`config.mk`:
```
export PLATFORM = sky130hd
export DESIGN_NAME = ram_port_arbiter
export DESIGN_NICKNAME = d
export VERILOG_FILES = /design/src/rtl/ram_port_arbiter.sv
export SDC_FILE = /design/constraint.sdc
export NUM_CORES = 1
export LEC_CHECK = 0
export CORE_MARGIN = 2
export CORE_UTILIZATION = 53
export CTS_CLUSTER_DIAMETER = 80
export CTS_CLUSTER_SIZE = 16
export DETAILED_ROUTE_END_ITERATION = 16
export PLACE_DENSITY = 0.79
export SETUP_SLACK_MARGIN = 0.5
export SLEW_MARGIN = 25
export SYNTH_ARGS = -nofsm -noshare
export SYNTH_HDL_FRONTEND = slang
export SYNTH_SLANG_ARGS = --single-unit
```
`constraint.sdc`:
```
create_clock -name clk -period 3.1 [get_ports clk]
set_clock_uncertainty 0.1 [all_clocks]
set_input_delay 0.62 -clock clk [delete_from_list [all_inputs] [get_ports clk]]
set_output_delay 0.62 -clock clk [all_outputs]
set_load 0.05 [all_outputs]
```
`src/rtl/ram_port_arbiter.sv`:
```
// ram_port_arbiter
// ----------------
// Owns the single read/write port of the main RAM. After reset it first fills
// every location with FILL. It then shares the port between two requesters:
//   - the machine bus (CPU/ULA), which always wins;
//   - a tape-loader write stream, buffered in a small FIFO and drained into
//     idle bus cycles.
// Every RAM-side output is registered.
//
// Ports
//   clk            system clock
//   reset_n        synchronous active-low reset
//   cpu_ad/_d      machine bus address / write data
//   cpu_cs/_we     machine bus request (every cycle it is high) / write enable
//   cpu_q          read data back to the machine bus (RAM data, FILL while clearing)
//   tape_addr/dout loader write address / data
//   tape_wr        loader write strobe, accepted when tape_ready=1
//   tape_last      tags the accepted write as the final byte of the image
//   tape_ready     FIFO has room and the arbiter is in RUN
//   tape_complete  one-cycle pulse when the tagged byte is written to RAM
//   tape_overflow  sticky, set by a tape_wr that arrives while tape_ready=0
//   clear_busy     high while the power-on clear runs
//   ram_a/d/ce/we  registered RAM port
//   ram_q          RAM read data (one-cycle latency inside the RAM)

module ram_port_arbiter #(
  parameter int         AW         = 16,
  parameter logic [7:0] FILL       = 8'hFF,
  parameter int         FIFO_DEPTH = 4
) (
  input  logic          clk,
  input  logic          reset_n,
  input  logic [AW-1:0] cpu_ad,
  input  logic [7:0]    cpu_d,
  input  logic          cpu_cs,
  input  logic          cpu_we,
  output logic [7:0]    cpu_q,
  input  logic [AW-1:0] tape_addr,
  input  logic [7:0]    tape_dout,
  input  logic          tape_wr,
  input  logic          tape_last,
  output logic          tape_ready,
  output logic          tape_complete,
  output logic          tape_overflow,
  output logic          clear_busy,
  output logic [AW-1:0] ram_a,
  output logic [7:0]    ram_d,
  output logic          ram_ce,
  output logic          ram_we,
  input  logic [7:0]    ram_q
);

  localparam int PW = $clog2(FIFO_DEPTH);
  localparam int CW = PW + 1;

  typedef enum logic {
    CLEAR,
    RUN
  } state_t;

  state_t        state_q;
  logic [AW-1:0] clearCnt_q;

  logic [AW-1:0] ramA_q;
  logic [7:0]    ramD_q;
  logic          ramCe_q;
  logic          ramWe_q;
  logic          complete_q;
  logic          overflow_q;
  logic          overflow_d;

  logic [AW-1:0] fifoAddr_q [FIFO_DEPTH];
  logic [7:0]    fifoData_q [FIFO_DEPTH];
  logic          fifoLast_q [FIFO_DEPTH];
  logic [PW-1:0] wrPtr_q, wrPtr_d;
  logic [PW-1:0] rdPtr_q, rdPtr_d;
  logic [CW-1:0] count_q, count_d;

  logic push;
  logic pop;

  // Room is judged from the registered count only, so a pop in the same cycle
  // never lets a push into a full FIFO.
  assign tape_ready = (state_q == RUN) && (count_q < CW'(FIFO_DEPTH));
  assign push       = tape_wr && tape_ready;
  // The FIFO only gets the port in cycles the bus leaves idle.
  assign pop        = (state_q == RUN) && !cpu_cs && (count_q != '0);

  // FIFO pointer/count and sticky overflow next-state.
  always_comb begin
    wrPtr_d    = wrPtr_q;
    rdPtr_d    = rdPtr_q;
    count_d    = count_q;
    overflow_d = overflow_q | (tape_wr & ~tape_ready);
    if (push) begin
      wrPtr_d = wrPtr_q + 1'b1;
    end
    if (pop) begin
      rdPtr_d = rdPtr_q + 1'b1;
    end
    if (push && !pop) begin
      count_d = count_q + 1'b1;
    end else if (pop && !push) begin
      count_d = count_q - 1'b1;
    end
  end

  // FIFO storage. Only the last-tag bits are reset. Address and data are
  // always qualified by the count, so they need no reset.
  always_ff @(posedge clk) begin
    if (!reset_n) begin
      for (int i = 0; i < FIFO_DEPTH; i++) begin
        fifoLast_q[i] <= 1'b0;
      end
    end else if (push) begin
      fifoAddr_q[wrPtr_q] <= tape_addr;
      fifoData_q[wrPtr_q] <= tape_dout;
      fifoLast_q[wrPtr_q] <= tape_last;
    end
  end

  // Arbiter FSM and registered RAM port. CLEAR walks every address once,
  // writing FILL. RUN gives the port to the bus first, then to the FIFO head.
  always_ff @(posedge clk) begin
    if (!reset_n) begin
      state_q    <= CLEAR;
      clearCnt_q <= '0;
      ramA_q     <= '0;
      ramD_q     <= '0;
      ramCe_q    <= 1'b0;
      ramWe_q    <= 1'b0;
      complete_q <= 1'b0;
      overflow_q <= 1'b0;
      wrPtr_q    <= '0;
      rdPtr_q    <= '0;
      count_q    <= '0;
    end else begin
      overflow_q <= overflow_d;
      wrPtr_q    <= wrPtr_d;
      rdPtr_q    <= rdPtr_d;
      count_q    <= count_d;
      complete_q <= 1'b0;
      unique case (state_q)
        CLEAR: begin
          ramCe_q    <= 1'b1;
          ramWe_q    <= 1'b1;
          ramA_q     <= clearCnt_q;
          ramD_q     <= FILL;
          clearCnt_q <= clearCnt_q + 1'b1;
          // The final address is being driven now, so leave CLEAR with it.
          if (clearCnt_q == '1) begin
            state_q <= RUN;
          end
        end
        RUN: begin
          if (cpu_cs) begin
            ramCe_q <= 1'b1;
            ramWe_q <= cpu_we;
            ramA_q  <= cpu_ad;
            ramD_q  <= cpu_d;
          end else if (pop) begin
            ramCe_q    <= 1'b1;
            ramWe_q    <= 1'b1;
            ramA_q     <= fifoAddr_q[rdPtr_q];
            ramD_q     <= fifoData_q[rdPtr_q];
            complete_q <= fifoLast_q[rdPtr_q];
          end else begin
            // ram_a/ram_d keep their last values while the port is idle.
            ramCe_q <= 1'b0;
            ramWe_q <= 1'b0;
          end
        end
      endcase
    end
  end

  assign ram_a         = ramA_q;
  assign ram_d         = ramD_q;
  assign ram_ce        = ramCe_q;
  assign ram_we        = ramWe_q;
  assign tape_complete = complete_q;
  assign tape_overflow = overflow_q;
  assign clear_busy    = (state_q == CLEAR);
  // While clearing, RAM contents are in flux, so the bus sees the fill value.
  assign cpu_q         = (state_q == CLEAR) ? FILL : ram_q;

endmodule

```
==> impl_metrics.ini, run 1 <==
[routing]
viasPerCell = 5.93
firstDrtPassIters = 4
drcViolationCount = 0
drt_iter0_markers = 314
num_vias = 3943
routed_wirelength_um = 13500
post_drt_wl_per_cell_um = 20.3
ant_nets = 0

[floorplan]
ios = 100
initial_core_util_pct = 54.4
die_h_um = 113
core.rowCount = 39
die_area_mm2 = 0.0127
dieWidth_um = 113
coreArea_mm2 = 0.0115

[finish]
finalNetCount = 578
drive_gt1_share_pct = 20.1
antenna_cells = 0
n_fill_cell = 771
layout_common_cells = edfxtp_1 (97), clkdlybuf4s50_1 (89), dfxtp_1 (57)
layoutNonFillerInstCount = 665
fin_util_pct = 69.4
final_common_cell = edfxtp_1
syn_to_final_growth_pct = 27.5

[synth]
synth_edf_count = 97
synth_mux_area_share_pct = 11.2
synth_top_family_by_area = multiplexers
synth-simple-area-share_pct = 8.24
synth_xor_area_share_pct = 0.983
netlist.area_leader.share_pct = 46.7
synth_compound_gate_area_share_pct = 10.1
synth_top_flop_cell = edfxtp_1
synth_fa_ha_area_share_pct = 1.52
yosysWarnings = 0
ys_async_sr_fraction_pct = 0
ys_ff_latch = 154
syn_inst = 405
synth_cell_types = 41
syn_area_mm2 = 0.00624
synth_area_per_cell_um2 = 15.4
ys_seq_area_share_pct = 65.0
yosysTopAreaCell = edfxtp_1
yosys-top-cells-area = edfxtp_1 (47%), dfxtp_1 (18%), mux4_2 (8.3%)
synth_fp_nets = 474

[clock_tree]
cts.clk_slew.worst_paths_ns = 0.06
root_buffer = clkbuf_16
h-tree-depth = 4
cts_tree = built
clk_path_buf_depth = 2
cts_buffers = 17
cts_setup_buffers = 0
cts.sinks = 154
worstSkewPairLatency_ns = 0.42

[min_path]
min-delay-start = tape_overflow$_SDFF_PN0_
hold_class = flop to flop

[sta]
max_freq_mhz = 405
finalCritPeriodShare_pct = 79.7
fin_ws_ns = 0.628
worstMarginPinSlew_ns = 0.840
hold_viol = 0
finalSetupTns_ns = 0
setup_viol_count_final = 0
relSlewSlack_pct = 43.9
min_period_ns = 2.47
slew_violations = 0
rsz0062_at_grt = false

[grt]
grt_max_degree = 40
grt_overflow_total = 0
track_usage_pct = 22.3
antenna_found_initial = 0
grt_pass1_wl_um = 21400
grt_pass1_vias = 4125

[run]
drv_cap = 0

[pwr]
swShare_pct = 19.8
p_comb_share_pct = 4.4
p_seq_share_pct = 49.1
power_density_mw_per_mm2 = 564
p_clk_share_pct = 46.5
ir_drop_uv = 409
p_int_mw = 3.60
leakage_nw = 2.71
switchingPower_mw = 0.887

[worst_setup_path]
cp-end-kind = flop
startpoint_type = input port
startpoint = cpu_cs
critPathKind = input port to flop
required_ns = 3.33
critPathArrivalTime_ns = 2.71
crit_path_max_fanout = 8
timing.rr.start = count_q[0]$_SDFFE_PN0P_

[placed_design]
port_buffers = 99
dp.cells = 633
post-dp-hpwl_um = 8510
place_congestion = 0.824
dp_slack_ns = 0.236

[status]
status = finished, final reports clean
==> synthesized netlist by cell type (all sizes together) (9+ instances only) <==
cell type	n
a21oi	20
and3	10
o21ai	9
edfxtp	97
nor2	10
clkbuf	11
buf	16
dfxtp	57
nand2	17
o221a	32
mux2i	13
mux4	25
nand2b	15
==> path summary, 6_finish.rpt <==
path,endpoint,slack [ns],depth (start not counted)
hold / removal,tape_overflow$_SDFF_PN0_,0.35,2
setup / recovery,count_q[2]$_SDFFE_PN0P_,0.63,9
setup reg to reg,count_q[2]$_SDFFE_PN0P_,0.69,8
hold reg to reg,tape_overflow$_SDFF_PN0_,0.35,2
==> power groups by stage <==
stage | Combinational (mW) | Sequential, mW | Clock [mW]
detailed placement | 0.197 | 2.24 | 0
CTS | 0.200 | 2.20 | 2.11
global route | 0.210 | 2.20 | 2.19
finish | 0.199 | 2.20 | 2.09
floorplan | 0.0422 | 2.28 | 0
global placement | 0.193 | 2.24 | 0
==> what timing repair did <==
action                                  in CTS  in global routing
hold buffers                                 0                  0
endpoints found under the setup margin       7                  0
gates resized for setup                      7                  0
==> routing by layer <==
metal	track usage [%]	vias up	routed length, µm
met2	37.1	166	6860
met4	9.02	0	184
met5	0	-	0
met3	7.51	16	1180
met1	27.0	1942	5280
li1	-	1819	-
==> cell type report <==
cell class	instances	area (µm²)	share of cell area, %
inverters	8	30.0	0.377
well taps	143	179	2.25
repair buffers	112	1080	13.6
multi-input cells	216	2000	25.2
flip-flops and latches	154	4050	51.0
clock inverters	11	144	1.81
clock buffers	21	460	5.79
==> sequential cells by signal, summed over array words and instances, names as in the netlist, named ones only <==
signal	cells
tape_complete	1
ram_d	8
ram_ce	1
fifoLast_q	4
state_q	1
count_q	3
fifoAddr_q	64
ram_we	1
fifoData_q	32
wrPtr_q	2
rdPtr_q	2
clearCnt_q	16
ram_a	16
tape_overflow	1
==> worst max-delay path, cell delays in order <==
cell and delay (ns):
clkdlybuf4s50_1 0.48, and2b_1 0.27, nand2_2 0.10, ha_1 0.18, inv_1 0.06, fa_1 0.38
xor2_1 0.16, or3_1 0.32, a21oi_1 0.14
==> cell families after synthesis <==
| group | Yosys count |
|---|---|
| buf+inv | 35 |
| flops | 154 |
| mux | 38 |
| xor+xnor | 7 |
| simple gates | 86 |
| compound gates | 78 |
| fa+ha+maj | 7 |
==> metrics by stage <==
| step | power, mW | hold WS [ns] | area [µm²] |
|---|---|---|---|
| after floorplan | 2.32 | 0.332 | 6240 |
| after global placement | 2.44 | 0.337 | 7360 |
| after detailed placement | 2.44 | 0.343 | 7360 |
| after CTS | 4.52 | 0.351 | 7960 |
| after global routing | 4.61 | 0.384 | 7960 |
| final | 4.49 | 0.350 | 7960 |
(Power assumes the default switching activity.)
==> inputs of run 2 (changes only) <==
CORE_UTILIZATION = 48   (was 53)
PLACE_DENSITY = 0.76   (was 0.79)
clock period = 1.98 ns   (was 3.1 ns; I/O delays follow)
==> run 2 against run 1 <==
Net effect:
- the run now ends with negative setup slack left
- flip-flop and latch count did not move
- sequential power rose by 56%
- routed wire length rose by 51%
- first-iteration DRC count rose by 69%
- core utilization rose by 9.1 points
- combinational power rose by 94%
- via count rose by 23%
- global-route usage rose by 3.0 points
- setup slack got worse by 0.83 ns
- critical endpoint unchanged
==> impl_metrics.ini, run 2 (synthesized netlist as in run 1, its figures left out) <==
[pwr]
leakage_nw = 3.74
power_density_mw_per_mm2 = 717
ir_drop_uv = 558

[worst_setup_path]
startpoint_type = flop
critPathKind = flop to flop
required_ns = 2.23
cp_num_cells = 8
cp_num_buf_inv = 1
cp-end-kind = flop
max_stage_delay_ns = 0.41
ff2ff_path_depth = 8
timing.rr.start = count_q[1]$_SDFFE_PN0P_
crit_path_max_fanout = 2
cp_top_family = simple AND/OR/NAND/NOR gates
slowest_stage = or3_4
path_cells = or3_4 > nand2_4 > ha_4 > inv_2 > fa_2 > xor2_1 > or3_1 > a21oi_2
critPathArrivalTime_ns = 2.43
startpoint = count_q[1]$_SDFFE_PN0P_

[clock_tree]
cts_buffers = 17
cts.sinks = 154
cts.clk_slew.worst_paths_ns = 0.06
cts_tree = built
h-tree-depth = 4
worstSkewPairLatency_ns = 0.43
root_buffer = clkbuf_16
clk_path_buf_depth = 2

[routing]
routed_wirelength_um = 20400
drcViolationCount = 0
num_vias = 4867
ant_nets = 0
post_drt_wl_per_cell_um = 26.2
firstDrtPassIters = 5
drt_iter0_markers = 530
viasPerCell = 6.26

[sta]
hold_viol = 0
rsz0062_at_grt = true
relSlewSlack_pct = 70.1
worstMarginPinSlew_ns = 0.447
max_freq_mhz = 459
finalCritPeriodShare_pct = 110
whs_ns = 0.361
setup_viol_count_final = 2
slew_violations = 0
min_period_ns = 2.18
fin_ws_ns = -0.199

[finish]
layout_common_cells = edfxtp_1 (97), clkdlybuf4s50_1 (60), buf_4 (45)
final-seq-area_mm2 = 0.00412
reg.largest.list = fifoAddr_q x64, fifoData_q x32
final_common_cell = edfxtp_1
largest_reg_flops = 64
n_fill_cell = 643
syn_to_final_growth_pct = 59.3
drive_gt1_share_pct = 51.6
multi_input_area_mm2 = 0.00250
final_area_mm2 = 0.00994
fin_util_pct = 78.4
finalNetCount = 661
max_flop_register = fifoAddr_q

[grt]
track_usage_pct = 25.4
grt_pass1_vias = 4689
grt_max_degree = 26
grt_pass1_wl_um = 26600
antenna_found_initial = 1
grt_overflow_total = 0

[floorplan]
coreArea_mm2 = 0.0127
die_h_um = 118
die_area_mm2 = 0.0139
dieWidth_um = 118
core.rowCount = 41
initial_core_util_pct = 49.2
ios = 100

[min_path]
hold_class = flop to flop
hold_depth = 2
min-delay-start = tape_overflow$_SDFF_PN0_

[run]
drv_cap = 0

[placed_design]
port_buffers = 99
place_congestion = 0.834
post-dp-hpwl_um = 9550
dpl_cell_area_mm2 = 0.00783

[status]
violations = negative setup slack
status = finished with violations
[run 2: through the flow]
| step | cells | TNS (ns) | power (mW) | worst slack [ns] |
|---|---|---|---|---|
| global placement | 685 | -13.28 | 3.82 | -0.379 |
| detailed placement | 685 | -15.90 | 3.83 | -0.440 |
| floorplan | 405 | -0.253 | 3.64 | -0.248 |
| CTS | 753 | -0.0678 | 7.01 | -0.0678 |
| global route | 778 | -0.373 | 7.28 | -0.236 |
| finish | 778 | -0.205 | 7.13 | -0.199 |
[run 2: area by class of cell]
class	count	share of cell area, %
Clock buffer	20	4.59
Inverter	8	0.428
Tap cell	172	2.17
Multi-Input combinational cell	217	25.2
Sequential cell	154	41.4
Timing Repair Buffer	194	24.8
Antenna cell	1	0.0252
Clock inverter	12	1.37
[run 2: metal layers]
layer / vias to the layer above / global-route usage [%] / share of wire (%)
li1: 1998 / - / -
met1: 2449 / 31.6 / 37
met2: 338 / 42.8 / 51
met3: 82 / 5.14 / 7.5
met4: 0 / 11.6 / 4.3
met5: - / 0 / 0
[run 2: where the power goes]
| group | total, mW | switching [mW] | internal, mW |
|---|---|---|---|
| Clock | 3.30 | 1.36 | 1.94 |
| Sequential | 3.44 | 0.0267 | 3.42 |
| Combinational | 0.386 | 0.183 | 0.203 |
| Total | 7.13 | 1.57 | 5.56 |
[run 2: worst register-to-register path, stage by stage (launching register included)]
cell and delay [ns]:
dfxtp_2 0.32, or3_4 0.41, nand2_4 0.09, ha_4 0.14, inv_2 0.04, fa_2 0.33
xor2_1 0.16, or3_1 0.37, a21oi_2 0.14
[run 2: final timing paths]
kind	to	slack [ns]
max	count_q[2]$_SDFFE_PN0P_	-0.20
min	tape_overflow$_SDFF_PN0_	0.36
max reg2reg	count_q[2]$_SDFFE_PN0P_	-0.20
min reg2reg	tape_overflow$_SDFF_PN0_	0.36
[run 2: repair_timing]
| action | CTS | global route |
|---|---|---|
| resized for setup | 117 | 63 |
| setup endpoints to repair | 161 | 172 |
| hold buffers | 0 | 0 |
| hold endpoints to repair | 0 | 0 |
| cloned | 10 | 3 |
| pin swaps | 19 | 14 |
| setup buffers | 26 | 21 |
==> inputs of run 3 (changes only) <==
CORE_MARGIN = unset   (was 2)
==> run 3 against run 2 <==
Net effect:
- the run still ends with negative setup slack left
- power is 2.1% higher
- global-route usage is 2.8 points higher
- sequential power hardly changed
- count of clock-buffer cells in the layout down 3
- clock power up 5%
- critical endpoint unchanged
- via count decreased by 0.21%
- core utilization fell by 0.40 points
- non-clock buffer count up 3
- largest cell class unchanged
- maximum frequency increased by 4.3%
==> impl_metrics.ini, run 3 (synthesized netlist as in run 1, its figures left out) <==
[status]
status = finished with violations
violations = negative setup slack

[sta]
hold_viol = 0
relSlewSlack_pct = 63.3
max_freq_mhz = 479
worstMarginPinSlew_ns = 0.550
min_period_ns = 2.09
setup_viol_count_final = 1
finalCritPeriodShare_pct = 106
rsz0062_at_grt = true
slew_violations = 0
fin_ws_ns = -0.109

[routing]
ant_nets = 0
drt_iter0_markers = 494
post_drt_wl_per_cell_um = 26.1
num_vias = 4857
viasPerCell = 6.23
firstDrtPassIters = 5
routed_wirelength_um = 20400
drcViolationCount = 0

[worst_setup_path]
required_ns = 2.25
crit_path_max_fanout = 2
startpoint_type = flop
critPathArrivalTime_ns = 2.36
cp-end-kind = flop
path_cells = or3_4 > nand2_4 > ha_4 > inv_2 > fa_2 > xor2_1 > or3_1 > a21oi_2
slowest_stage = or3_4
max_stage_delay_ns = 0.41
critPathKind = flop to flop

[grt]
grt_overflow_total = 0
grt_pass1_vias = 4692
track_usage_pct = 28.1
grt_pass1_wl_um = 26400
grt_max_degree = 22
antenna_found_initial = 0

[placed_design]
port_buffers = 99
place_congestion = 0.818
dpl_cell_area_mm2 = 0.00784
dp_slack_ns = -0.447
post-dp-hpwl_um = 9730

[pwr]
switchingPower_mw = 1.56
p_seq_share_pct = 47.4
p_comb_share_pct = 5.0
p_int_mw = 5.72
swShare_pct = 21.4
power_density_mw_per_mm2 = 736
ir_drop_uv = 931
p_clk_share_pct = 47.7
leakage_nw = 3.68

[finish]
syn_to_final_growth_pct = 58.5
antenna_cells = 0
layout_common_cells = edfxtp_1 (97), clkdlybuf4s50_1 (59), buf_6 (52)
final_common_cell = edfxtp_1
max_flop_register = fifoAddr_q
largest_reg_flops = 64
final_area_mm2 = 0.00989
n_fill_cell = 649
reg.largest.list = fifoAddr_q x64, fifoData_q x32
drive_gt1_share_pct = 52.0
final-seq-area_mm2 = 0.00412
finalNetCount = 664
multi_input_area_mm2 = 0.00247

[clock_tree]
root_buffer = clkbuf_16
h-tree-depth = 4
hold_buffers = 0
cts.clk_slew.worst_paths_ns = 0.06
cts_tree = built
cts.sinks = 154
cts_buffers = 17
worstSkewPairLatency_ns = 0.44
clk_path_buf_depth = 2

[run]
drv_cap = 0

[floorplan]
die_h_um = 116
dieWidth_um = 116
coreArea_mm2 = 0.0127
ios = 100
initial_core_util_pct = 49.2
core.rowCount = 41
die_area_mm2 = 0.0135

[min_path]
hold_class = input port to flop
-- run 3: area by class of cell --
cell class / count / area share (%)
Sequential cell: 154 / 41.6
Multi-Input combinational cell: 217 / 25.0
Timing Repair Buffer: 197 / 24.4
Clock buffer: 17 / 4.30
Tap cell: 172 / 2.18
Clock inverter: 15 / 2.01
Inverter: 8 / 0.430
-- run 3: timing repair --
action | CTS | global route
pin swaps | 17 | 11
buffers inserted | 31 | 15
cloned | 10 | 1
setup endpoints to repair | 163 | 178
gates resized for setup | 97 | 105
-- run 3: critical path, delay by kind of cell, from the launching register on --
kind            cells  cell delay (ns)
simple gates        3             0.83
buf+inv             1             0.04
fa+ha+maj           2             0.46
flops               1             0.32
xor+xnor            1             0.17
compound gates      1             0.11
-- run 3: routing by layer --
metal,global-route usage [%],share of wire [%]
met3,6.12,7.5
met1,33.4,35
met2,46.0,51
met4,19.2,6.5
met5,0,0
-- run 3: final timing paths --
| check | slack [ns] | start | to | cells after the start |
|---|---|---|---|---|
| max | -0.11 | count_q[1]$_SDFFE_PN0P_ | count_q[2]$_SDFFE_PN0P_ | 8 |
| min | 0.25 | tape_wr | tape_overflow$_SDFF_PN0_ | 3 |
| max reg2reg | -0.11 | count_q[1]$_SDFFE_PN0P_ | count_q[2]$_SDFFE_PN0P_ | 8 |
| min reg2reg | 0.37 | tape_overflow$_SDFF_PN0_ | tape_overflow$_SDFF_PN0_ | 2 |
-- run 3: power by group through the flow --
| stage | registers [mW] | logic [mW] | clock network (mW) |
|---|---|---|---|
| 6_report | 3.45 | 0.361 | 3.47 |
| 5_1_grt | 3.45 | 0.372 | 3.62 |
| 4_1_cts | 3.45 | 0.324 | 3.43 |
| 3_5_place_dp | 3.51 | 0.316 | 0 |
| 3_3_place_gp | 3.51 | 0.309 | 0 |
| 2_1_floorplan | 3.57 | 0.0698 | 0 |
-- run 3: through the flow --
stage / util, % / power, mW / hold slack, ns / TNS [ns] / cells
final: 78.0 / 7.28 / 0.254 / -0.109 / 780
after global routing: 78.0 / 7.44 / 0.288 / -0.190 / 780
after CTS: 73.8 / 7.20 / 0.359 / -0.0965 / 764
after detailed placement: 61.9 / 3.83 / 0.349 / -18.01 / 691
after global placement: 61.9 / 3.82 / 0.340 / -14.54 / 691
after floorplan: - / 3.64 / 0.332 / -0.253 / 405
